[config.mk]
export PLATFORM = sky130hd
export DESIGN_NAME = forward_path_router
export DESIGN_NICKNAME = d
export VERILOG_FILES = /design/src/rtl/forward_path_router.sv
export SDC_FILE = /design/constraint.sdc
export NUM_CORES = 1
export LEC_CHECK = 0
export CAP_MARGIN = 20
export CELL_PAD_IN_SITES_DETAIL_PLACEMENT = 1
export CELL_PAD_IN_SITES_GLOBAL_PLACEMENT = 2
export CORE_MARGIN = 2
export CORE_UTILIZATION = 33
export CTS_CLUSTER_DIAMETER = 200
export CTS_CLUSTER_SIZE = 14
export DETAILED_ROUTE_END_ITERATION = 8
export GPL_TIMING_DRIVEN = 0
export PLACE_DENSITY = 0.73
export SYNTH_ARGS = -nofsm -noshare
export SYNTH_HDL_FRONTEND = slang
export SYNTH_SLANG_ARGS = --single-unit
[constraint.sdc]
create_clock -name clk -period 3.32 [get_ports clk]
set_input_delay 0.664 -clock clk [delete_from_list [all_inputs] [get_ports clk]]
set_output_delay 0.664 -clock clk [all_outputs]
set_load 0.05 [all_outputs]
[src/rtl/forward_path_router.sv]
// East/west forward-stage router: buffers spike packets in a small FIFO and steers the
// head to slot A (continue, dx adjusted), B (north) or C (south), each a registered ready/valid slot.
module forward_path_router #(
   parameter int DATA_WIDTH    = 32,
   parameter int DX_MSB        = 29,
   parameter int DX_LSB        = 21,
   parameter int DY_MSB        = 20,
   parameter int DY_LSB        = 12,
   parameter int ADD           = 1,
   parameter int LOG_DEPTH     = 2,
   parameter bit DY_ZERO_SOUTH = 1'b0
) (
   input  logic                               clk,
   input  logic                               rst_n,
   input  logic [DATA_WIDTH-1:0]              din,
   input  logic                               din_valid,
   output logic                               din_ready,
   output logic [DATA_WIDTH-1:0]              dout_a,
   output logic                               a_valid,
   input  logic                               a_ready,
   output logic [DATA_WIDTH-(DX_MSB-DY_MSB)-1:0] dout_b,
   output logic                               b_valid,
   input  logic                               b_ready,
   output logic [DATA_WIDTH-(DX_MSB-DY_MSB)-1:0] dout_c,
   output logic                               c_valid,
   input  logic                               c_ready,
   output logic [LOG_DEPTH:0]                 fifo_count
);

   localparam int DEPTH = 1 << LOG_DEPTH;
   localparam int DXW   = DX_MSB - DX_LSB + 1;
   localparam int DYW   = DY_MSB - DY_LSB + 1;
   localparam int OW    = DATA_WIDTH - (DX_MSB - DY_MSB);
   localparam logic [DXW-1:0]     ADD_DX = DXW'(ADD);
   localparam logic [LOG_DEPTH:0] FULL   = (LOG_DEPTH+1)'(DEPTH);

   logic [DATA_WIDTH-1:0] mem [DEPTH];
   logic [LOG_DEPTH-1:0]  wr_ptr, rd_ptr;
   logic [DATA_WIDTH-1:0] head, head_a;
   logic [OW-1:0]         head_t;
   logic [DXW-1:0]        dx;
   logic [DYW-1:0]        dy;
   logic                  empty, wr, to_a, to_c, pop_a, pop_b, pop_c, pop;

   assign din_ready = (fifo_count != FULL);
   assign empty     = (fifo_count == '0);
   assign wr        = din_valid && din_ready;

   assign head = mem[rd_ptr];
   assign dx   = head[DX_MSB:DX_LSB];
   assign dy   = head[DY_MSB:DY_LSB];

   // dy is two's complement; the zero case goes north or south by parameter
   assign to_a = (dx != '0);
   assign to_c = !to_a && (dy[DYW-1] || (DY_ZERO_SOUTH && (dy == '0)));

   // a slot can take the head if it is free or emptying on this edge
   assign pop_a = !empty && to_a && (!a_valid || a_ready);
   assign pop_b = !empty && !to_a && !to_c && (!b_valid || b_ready);
   assign pop_c = !empty && to_c && (!c_valid || c_ready);
   assign pop   = pop_a || pop_b || pop_c;

   always_comb begin
      head_a = head;
      head_a[DX_MSB:DX_LSB] = dx + ADD_DX;
   end

   generate
      if (DX_MSB == DATA_WIDTH-1) begin : g_no_upper
         assign head_t = head[DX_LSB-1:0];
      end else begin : g_upper
         assign head_t = {head[DATA_WIDTH-1:DX_MSB+1], head[DX_LSB-1:0]};
      end
   endgenerate

   always_ff @(posedge clk) begin
      if (wr) mem[wr_ptr] <= din;
   end

   always_ff @(posedge clk) begin
      if (!rst_n) begin
         wr_ptr     <= '0;
         rd_ptr     <= '0;
         fifo_count <= '0;
      end else begin
         if (wr)  wr_ptr <= wr_ptr + 1'b1;
         if (pop) rd_ptr <= rd_ptr + 1'b1;
         case ({wr, pop})
            2'b10:   fifo_count <= fifo_count + 1'b1;
            2'b01:   fifo_count <= fifo_count - 1'b1;
            default: fifo_count <= fifo_count;
         endcase
      end
   end

   always_ff @(posedge clk) begin
      if (!rst_n) begin
         a_valid <= 1'b0;
         b_valid <= 1'b0;
         c_valid <= 1'b0;
         dout_a  <= '0;
         dout_b  <= '0;
         dout_c  <= '0;
      end else begin
         if (pop_a) begin
            dout_a  <= head_a;
            a_valid <= 1'b1;
         end else if (a_valid && a_ready) begin
            a_valid <= 1'b0;
         end
         if (pop_b) begin
            dout_b  <= head_t;
            b_valid <= 1'b1;
         end else if (b_valid && b_ready) begin
            b_valid <= 1'b0;
         end
         if (pop_c) begin
            dout_c  <= head_t;
            c_valid <= 1'b1;
         end else if (c_valid && c_ready) begin
            c_valid <= 1'b0;
         end
      end
   end

endmodule
[Word-level counts from Yosys, hierarchy flattened]
Memory sizes are Yosys's and may differ from the RTL's. A register that Yosys moved wholly into a read port is not among the register bits.
Cells that the tools add are included.
Operators by class
  shift operators: 0
  equal/unequal tests: 3
  div/mod/pow operators: 0
  add/subtract/negate cells: 5
  magnitude comparators: 0
  multiplexer cells: 11
  $mul: 0
  bitwise gates (word level): 0
  reduce and logical (&&, ||, !) cells: 29
Operators with widths (number)
  1-bit logical AND: 12
  9-bit by 1-bit adder with 9-bit output (second input constant): 1
  9-bit nonzero test: 1
  1-bit 2-to-1 mux: 8
  2-bit nonzero test: 4
  1-bit logical NOT: 6
  3-bit case mux with 2 select lines: 1
  1-bit logical OR: 5
  2-bit by 1-bit adder with 2-bit output (second input constant): 2
  2-bit 2-to-1 mux: 2
  3-bit by 1-bit adder with 3-bit output (second input constant): 1
  3-bit logical NOT: 1
  3-bit != test (second input constant): 1
  3-bit by 1-bit subtractor with 3-bit output (second input constant): 1
  2-bit by 1-bit equality test with 1-bit output (second input constant): 1
  2-bit equality test (second input constant): 1
Word-level totals
  logic and storage cells: 58
  memory bits (writable): 128
  input port bits: 38
  memories kept: 1
  bits in read-only memories: 0
  bits in latches: 0
  register bits: 88
  output and inout port bits: 85
Memory list
  mem: words 4, bits a word 32, read ports 1, clocked after memory_dff 1, write ports 1, RTL line 37  | logic [DATA_WIDTH-1:0] mem [DEPTH];

[Depth between registers and ports, before layout]
Gate-level depths: netlist of run 1.
  depth after elaboration: 10
  gate-level depth with buffers: 13
  mapped depth without buffers: 11

[Least setup slack after synthesis of run 1]
No wires, ideal clock.
  path type: flip-flop to flip-flop
  from: register (tool-made name)
  to: register fifo_count[2]
  required time: 3248 ps
  period minus slack after synthesis: 3134 ps
  setup time: 72 ps
  arrival time: 3062 ps
  path buffers: 2
  path slack: 186 ps
  cell stages (with the launch flop): 14
  path through: dfxtp_1 > buf_6 > buf_6 > mux4_2 > inv_1 > ha_1 > nor4b_1 > a21boi_1 > a31o_2 > nor2b_1 > fa_1 > and3_1 > mux2i_1 > mux2i_1
RTL lines
  end signal: assignment: RTL line 89  | 2'b10: fifo_count <= fifo_count + 1'b1;
  end signal: assignment: RTL line 90  | 2'b01: fifo_count <= fifo_count - 1'b1;
  end signal: assignment: RTL line 91  | default: fifo_count <= fifo_count;
  end: declaration: RTL line 27  | output logic [LOG_DEPTH:0] fifo_count

==> results of run 1 <==
[worst reg2reg max path, stage by stage, from the launching register on]
cell and delay [ns]:
sky130_fd_sc_hd__dfxtp_2 0.33, sky130_fd_sc_hd__buf_6 0.13, sky130_fd_sc_hd__buf_12 0.13, sky130_fd_sc_hd__mux4_2 0.55, sky130_fd_sc_hd__inv_2 0.07, sky130_fd_sc_hd__ha_2 0.18
sky130_fd_sc_hd__nor4b_4 0.31, sky130_fd_sc_hd__a21boi_4 0.11, sky130_fd_sc_hd__a31o_4 0.25, sky130_fd_sc_hd__nor2b_2 0.16, sky130_fd_sc_hd__fa_2 0.35, sky130_fd_sc_hd__and3_1 0.18
sky130_fd_sc_hd__mux2i_1 0.16, sky130_fd_sc_hd__mux2i_1 0.19
[cell families after synthesis]
family          after synthesis  synth area share
flops                       218             0.695
fa+ha+maj                     7            0.0117
buf+inv                      38            0.0242
mux                          37            0.0948
xor+xnor                      9           0.00970
compound gates               89            0.0600
simple gates                199             0.105
[flip-flops by register name, indices dropped and copies added (netlist names), named ones only]
signal      cells
a_valid         1
dout_a         32
c_valid         1
rd_ptr          2
fifo_count      3
b_valid         1
mem           128
dout_c         23
wr_ptr          2
dout_b         23
[layer usage]
| metal | share of wire | up-vias | track usage | wire (µm) |
|---|---|---|---|---|
| met1 | 0.42 | 2601 | 0.212 | 8960 |
| met2 | 0.51 | 108 | 0.293 | 10900 |
| met5 | 0 | - | 0 | 0 |
| li1 | - | 2453 | - | - |
| met4 | 0.018 | 0 | 0.0386 | 386 |
| met3 | 0.047 | 25 | 0.0258 | 991 |
[power groups by stage]
stage	Clock (mW)	Combinational, mW	Sequential [mW]
floorplan	0	1.25	4.10
global placement	0	2.75	3.52
detailed placement	0	2.83	3.53
CTS	2.06	2.92	3.47
global route	2.17	3.15	3.51
finish	2.00	2.93	3.47
[worst max path at each step]
stage                    from             to  cells past startpoint
floorplan           flip-flop  fifo_count[2]                     13
global placement    flip-flop  fifo_count[2]                     12
detailed placement  flip-flop  fifo_count[2]                     12
CTS                 flip-flop  fifo_count[2]                     13
global route        flip-flop  fifo_count[2]                     13
finish              flip-flop  fifo_count[2]                     13
[layout make-up]
cell class | instances | area share
clock buffers | 31 | 0.0496
multi-input cells | 341 | 0.224
flip-flops and latches | 218 | 0.538
plain buffers | 32 | 0.0179
well taps | 324 | 0.0386
repair buffers | 133 | 0.129
inverters | 6 | 0.00215
clock inverters | 1 | 0.000835
[layout by cell type (no fill, tap or decap), types with 2 or more instances in the layout]
cell,n
sky130_fd_sc_hd__nand2_1,145
sky130_fd_sc_hd__edfxtp_1,128
sky130_fd_sc_hd__clkdlybuf4s50_1,122
sky130_fd_sc_hd__dfxtp_1,89
sky130_fd_sc_hd__a21oi_1,73
sky130_fd_sc_hd__mux4_2,32
sky130_fd_sc_hd__clkbuf_1,30
sky130_fd_sc_hd__nor2_1,22
sky130_fd_sc_hd__clkbuf_16,19
sky130_fd_sc_hd__buf_4,9
sky130_fd_sc_hd__a211oi_1,8
sky130_fd_sc_hd__xnor2_1,7
sky130_fd_sc_hd__buf_6,5
sky130_fd_sc_hd__buf_12,5
sky130_fd_sc_hd__nand2b_1,5
sky130_fd_sc_hd__nand3_1,5
sky130_fd_sc_hd__mux2i_1,5
sky130_fd_sc_hd__ha_1,5
sky130_fd_sc_hd__inv_1,4
sky130_fd_sc_hd__and3_2,4
sky130_fd_sc_hd__buf_2,4
sky130_fd_sc_hd__and3_1,4
sky130_fd_sc_hd__inv_2,2
sky130_fd_sc_hd__nor2b_1,2
sky130_fd_sc_hd__a21o_1,2
sky130_fd_sc_hd__xor2_1,2
[timing repair]
item,4_1_cts,5_1_grt
setup buffers,3,4
setup endpoints to repair,43,14
gates resized for setup,9,10
pin swaps,1,2
==> summary by stage, run 1 <==
Run status
The run finished with clean final reports.

Clocking
Clock tree synthesis inserted a total of 19 buffers. The later pin in the worst-skew pair is clocked with a latency of ~0.49 ns. For this design, the CTS-stage hold fixing added 0 buffers. CTS placed an instance of sky130_fd_sc_hd__clkbuf_16 at the clock tree root. The H-tree depth is 1. The clock drives roughly 220 sinks.

After clock tree synthesis, the clock-pin slew on the worst setup and hold paths is around 0.070 ns. The CTS tree is built. The longest clock path from root to sink contains 3 buffers.

Critical path
Traced cell by cell, the critical path runs through buf_6, buf_12, mux4_2, inv_2, ha_2, nor4b_4, a21boi_4, a31o_4, nor2b_2, fa_2, and3_1, mux2i_1, mux2i_1. The worst setup path is launched from a flip-flop. The type of the worst setup path is reg2reg. The biggest fanout along the worst timing path is 7. The peak per-stage delay on the critical path is 0.54 ns. The number of buffers and inverters on the critical path is 3.

The cell repeated most along the worst path is sky130_fd_sc_hd__mux2i_1. For the worst flop-to-flop path, the logic depth is 13. The element type at the critical path end is a flip-flop. The reg-to-reg setup timing slack is about 0.16 ns. The critical path's top delay family is multiplexers.

The worst register-to-register path ends at fifo_count[2]. The slowest stage of the critical path belongs to the cell sky130_fd_sc_hd__mux4_2. Data on the critical path is required at its endpoint by about 3.8 ns.

The endpoint arrival time on the critical path is 3.59 ns.

Finish
The number of antenna cells inserted is 0. After the last flow step, the layout net total stands at about 800. The utilization of the core after routing is 0.433.

The finished layout holds 1086 standard cells, fillers aside. The area taken by flip-flops and latches is roughly 5600 µm². The footprint of the multi-input gates is approximately 2300 µm². The number of fill cells in the layout is roughly 2500.

The finished cells cover between 10000 and 15000 µm². Relative to the synthesized area, the layout overhead comes to 29.1%. The fraction of layout cells with a size suffix above 1 is 0.127.

Yosys
Synthesis produced ~600 cells. The Yosys step of the flow raised 0 warnings. The count of unique library cells instantiated by Yosys is roughly 40. By area the synthesized netlist is led by sky130_fd_sc_hd__edfxtp_1, sky130_fd_sc_hd__dfxtp_1, sky130_fd_sc_hd__mux4_2, sky130_fd_sc_hd__nand2_1, sky130_fd_sc_hd__a21oi_1. The library cell with the highest instance count after synthesis is sky130_fd_sc_hd__nand2_1.

By count the netlist is led by sky130_fd_sc_hd__nand2_1, sky130_fd_sc_hd__edfxtp_1, sky130_fd_sc_hd__dfxtp_1. Among all flip-flop cells after synthesis, the most frequent one is sky130_fd_sc_hd__edfxtp_1. After synthesis, the mean cell area works out to approximately 14 µm². After synthesis the cells add up to a little over 8000 µm².

For this run, asynchronously set or reset flops after synthesis account for 0. The post-synthesis cell type with the largest combined area is sky130_fd_sc_hd__edfxtp_1. The number of flops mapped to enable cells by yosys is 128. The synthesis-stage register bit count is 218. For this run, the register share of the synthesized area comes to 0.695. The top cell type's share of synthesized area is 0.473. The total nets after synthesis is 642.

Route
In the routed layout, each cell is associated on average with a via count of around 4.8. The antenna violation net count after detailed routing is 0. In this run, the number of DRC markers left after iteration 0 of detailed routing was between 200 and 250.

The first detailed-routing pass ran for 4 iterations. After detailed routing, the total wire length is around 21 mm. Dividing the detail-routed wire length by the instance count gives 19.5 µm.

The via count of the routed design is between 5000 and 6000. The detailed-route DRC error count is 0.

Pwr
For this design the static power due to leakage is about 3.4 nW. The internal portion of total power is 5.42 mW. In this run the power density over the cells is approximately 800 nW/µm².

The total power of the final layout is 8.40 mW. The analysis attributes to net switching a power of ~3.0 mW. The maximum vdd ir drop is 0.342 mV. The share of power burned in the clock network is 0.238. The switching power share of the total is 0.354. The register share of total power is 0.413.

The combinational cell fraction of total power is 0.349.

Place
The count of buffers from port buffering is roughly 120. The total cell area at the placement stage is 9840 µm². Summed over all nets, the half-perimeter wirelength after detailed placement is ~15 mm. The instance count after placement with tap cells included is roughly 1000. The pre-CTS setup slack is -0.685 ns.

The congestion estimate from routability-driven global placement came to ~0.77.

Die
The core footprint is around 24000 µm². The number of rows in the core area is 57. The initial core utilization is 0.335. Measured along the y axis, the die boundary spans 161 µm. The I/O pin count is approximately 120. The die footprint is 25900 µm². The floorplan die width is roughly 160 µm.

Timing
The minimum setup slack in the final design is between 0.15 and 0.2 ns. The post-layout minimum cycle time is between 3 and 4 ns. The max-slew violation count is 0. The final total negative setup slack is 0 ns. Headroom to the max-slew limit came out at 0.420.

Dividing the final minimum period by the clock period gives 0.952. Static timing analysis puts the maximum clock frequency at 0.316 GHz. For the final database, setup skew stands at around 0.014 ns. The final setup violation count is 0. The final hold violation count is 0. The worst slack on hold paths is between 0.4 and 0.5 ns. The slew at the pin closest to its max-slew limit is 0.871 ns.

Worst hold path
In this run the worst hold path is classified as reg2reg. The startpoint identified for the worst hold timing path is dout_c[12]. The worst hold path terminates at dout_c[12]. Counting instances, the worst hold path has a depth of 2.

GRT
For this run, the total global-route usage over all layers was measured as 0.165. The number of global-route vias before repair came to 5509. Entering global routing, the biggest net connects 33 pins. Global routing finished with a remaining overflow of 0. The initial antenna violation count is 0. The first global-routing pass estimated about 33 mm of wire.

Flow run
The number of maximum-capacitance constraint violations is 0.
No activity file was read; power rests on OpenSTA's default activity.
==> run 2, diff against run 1 <==
Settings changed: CORE_UTILIZATION 33 to 39, DONT_BUFFER_PORTS set to 1.
==> run 2 against run 1 <==
  * Power shrank 5.3%
  * Register-to-register slack gained 0.02 ns
  * Combinational power shrank 38%
  * Global-route usage grew 2.3 points
  * Clock power is essentially flat
  * Non-clock buffer count shrank 127
  * Setup slack gained 0.020 ns
  * Core utilization grew 1.6 points
  * First-iteration DRC count grew 5.6%
  * Sequential share of layout area grew 7.9 points
  * Design area shrank 13%
  * Largest cell class unchanged
  * Highest routed layer unchanged
==> summary by stage, run 2 (synthesized netlist as in run 1, its figures left out) <==
Clocking
The H-tree depth came to 1 (unchanged). The clock-pin slew on the worst setup and hold paths was 0.07 ns (about the same). The sink count of the clock tree is 218 (unchanged). The number of buffers on the longest clock path is 3 (unchanged). The clock insertion delay at the later pin of the skew report is 0.50 ns (about the same). In this run the clock root is driven by a sky130_fd_sc_hd__clkbuf_16. The number of CTS-inserted buffers is 19 (unchanged).

TritonCTS built the clock tree.

Pwr
The share of power burned in the clock network was 0.254 (+0.016). The internal portion of total power was 5.06 mW (-6.8%). The reported net switching power came to 2.90 mW (-2.6%). The register share of total power is 0.518 (+0.105). The combinational cell fraction of total power was 0.228 (-0.121).

The maximum vdd ir drop was 0.454 mV (+33%). The switching power share of the total was 0.364 (+0.0101). The total power density per cell area came to 869 nW/µm² (+8.6%). The static leakage power was 2.96 nW (-14%).

Finish
The library cell used most frequently in the layout, excluding fill and tap cells, is sky130_fd_sc_hd__nand2_1. The number of antenna cells inserted is 0 (unchanged). The non-filler instance count after layout is 905 (-17%). The register with the highest flop count is mem. The layout net count is 669 (-16%).

The fraction of layout cells with a size suffix above 1 is 0.142 (+0.0144). The library cells used most frequently in the layout, excluding fill and tap cells, are sky130_fd_sc_hd__nand2_1, sky130_fd_sc_hd__edfxtp_1, sky130_fd_sc_hd__dfxtp_1. The design area is 9150 µm² (-13%). The number of fill cells in the layout came to 2082 (-18%). The post-synthesis to final-layout area growth is 12.5%.

The largest registers in the layout are mem (128), dout_a (32). The number of flip-flops in the largest register is 128 (unchanged).

Die
The number of rows in the core area is 52 (-8.8%). The floorplan die width is 148 µm (-7.8%). The die footprint was 22000 µm² (-15%).

The initial core utilization is 0.399 (+0.0639). The core footprint is 20400 µm² (-16%). The height of the die was 148 µm (-7.8%). The I/O pin count came to 123 (unchanged).

Timing
The clock tree skew after final layout is 0.0145 ns (+0.000255 ns). The final hold violation count is 0 (unchanged). The max-slew violation count is 0 (unchanged). The post-layout minimum cycle time is 3.14 ns (-0.0197 ns).

Setup repair after global routing left no endpoint under its margin. The slew at the pin closest to its max-slew limit is 0.954 ns (+0.0835 ns). The relative slew slack came to 0.364 (-0.0557).

The timing-limited maximum frequency is 0.318 GHz (+0.63%). The final cycle utilization of the critical path was 0.946 (-0.00593). The minimum setup slack in the final design is 0.179 ns (+0.0197 ns). The final setup violation count is 0 (unchanged).

Critical path
The kind of launch point of the worst setup path is a flip-flop. The destination of the worst register-to-register timing path is fifo_count[2]. The endpoint arrival time on the critical path is 3.57 ns (-0.02 ns). The biggest fanout along the worst timing path was 14 (+7). The number of cells on the worst reg-to-reg path is 12 (-1).

The critical path data required time is 3.75 ns (about the same). The type of the worst setup path is reg2reg. The reg-to-reg setup timing slack is 0.18 ns (+0.02 ns).

The worst setup path is captured at a flip-flop.

Place
The pre-CTS setup slack is -0.649 ns (+0.0368 ns). The instance count after placement with tap cells included is 871 (-17%). The count of buffers from port buffering is 0 (-100%). The global placer's final weighted congestion is 0.796 (+2.8%).

The post-detailed-placement half-perimeter wirelength is 14.5 mm (-4.5%). The total cell area at the placement stage is 8550 µm² (-13%).

GRT
The overall global routing resource usage is 0.188 (+0.0230). The number of global-route vias before repair is 5189 (-5.8%). The wire length of the first global-routing pass is 31.0 mm (-4.9%). The residual overflow from global routing is 0 (unchanged). The maximum number of pins on one net before global-route repair is 24 (-27%). The initial antenna violation count was 0 (unchanged).

Run status
The flow ran to the end, and the final reports show no timing, DRC or antenna violations.

Worst hold path
The hold path startpoint is din[2]. The min-delay analysis places its worst path in the category in2reg. The worst min-delay path endpoint is mem[2][2]. The count of cells along the worst hold path is 0 (-2).

Route
The routed length per instance is 22.6 µm (+16%). The antenna violation net count after detailed routing is 0 (unchanged). The routed via count divided by cell count is 5.29 (+11%). The detailed-route DRC error count is 0 (unchanged). The final wirelength is 20.4 mm (-3.7%). The detailed-routing iteration count for the pre-antenna-repair pass is 4 (unchanged).

The via count of the routed design was 4784 (-7.8%). The starting DRC count in detailed routing was 244 (+5.6%).

Flow run
The number of maximum-capacitance constraint violations is 0 (unchanged).
[run 2: cell types whose count changed in the layout (fill, tap and decap cells not counted), sizes merged]
| cell | change |
|---|---|
| clkdlybuf4s50 | -122 |
| buf | -6 |
| inv | +1 |
[run 2: timing repair]
action                     in CTS  in global routing
resized for setup               7                  6
pin swaps                       0                  1
hold buffers                    0                  0
buffers inserted                2                  1
setup endpoints to repair      64                 12
[run 2: area by class of cell]
class	instances	area, µm²	area share
Multi-Input combinational cell	341	2330	0.254
Inverter	6	22.5	0.00246
Clock buffer	30	517	0.0565
Clock inverter	2	17.5	0.00191
Buffer	31	176	0.0193
Sequential cell	218	5650	0.617
Tap cell	270	338	0.0369
Timing Repair Buffer	7	103	0.0112
[run 2: worst max-delay path by stage]
stage	startpoint	to	slack, ns	depth (start not counted)
after floorplan	flip-flop	fifo_count[2]	0.19	13
after global placement	flip-flop	fifo_count[2]	-0.58	12
after detailed placement	flip-flop	fifo_count[2]	-0.65	12
after CTS	flip-flop	fifo_count[2]	0.05	12
after global routing	flip-flop	fifo_count[2]	0.002	12
final	flip-flop	fifo_count[2]	0.18	12
[run 2: routing by layer]
metal / share of wire / GRT usage
met1: 0.41 / 0.234
met2: 0.48 / 0.319
met3: 0.082 / 0.0571
met4: 0.024 / 0.0510
met5: 0 / 0
[run 2: power groups by stage]
| stage | clock network [mW] | logic, mW | registers (mW) |
|---|---|---|---|
| floorplan | 0 | 1.25 | 4.10 |
| global placement | 0 | 1.70 | 4.18 |
| detailed placement | 0 | 1.77 | 4.19 |
| CTS | 2.08 | 1.81 | 4.13 |
| global route | 2.18 | 2.01 | 4.17 |
| finish | 2.02 | 1.81 | 4.12 |
[run 2: worst max-delay path, cell delays in order (launching register included)]
cell                       delay, ns
sky130_fd_sc_hd__dfxtp_1        0.36
sky130_fd_sc_hd__buf_12         0.18
sky130_fd_sc_hd__mux4_2         0.56
sky130_fd_sc_hd__inv_1          0.08
sky130_fd_sc_hd__ha_1           0.15
sky130_fd_sc_hd__nor4b_4        0.28
sky130_fd_sc_hd__a21boi_2       0.12
sky130_fd_sc_hd__a31o_4         0.26
sky130_fd_sc_hd__nor2b_2        0.16
sky130_fd_sc_hd__fa_1           0.39
sky130_fd_sc_hd__and3_1         0.18
sky130_fd_sc_hd__mux2i_1        0.17
sky130_fd_sc_hd__mux2i_1        0.19
[run 2: through the flow]
step | TNS, ns | hold WS [ns] | power, mW | util
final | 0 | 0.256 | 7.95 | 0.449
after floorplan | 0 | 0.505 | 5.35 | -
after global routing | 0 | 0.231 | 8.35 | 0.449
after CTS | 0 | 0.234 | 8.02 | 0.448
after global placement | -15.80 | 0.523 | 5.88 | 0.416
after detailed placement | -6.10 | 0.555 | 5.96 | 0.420
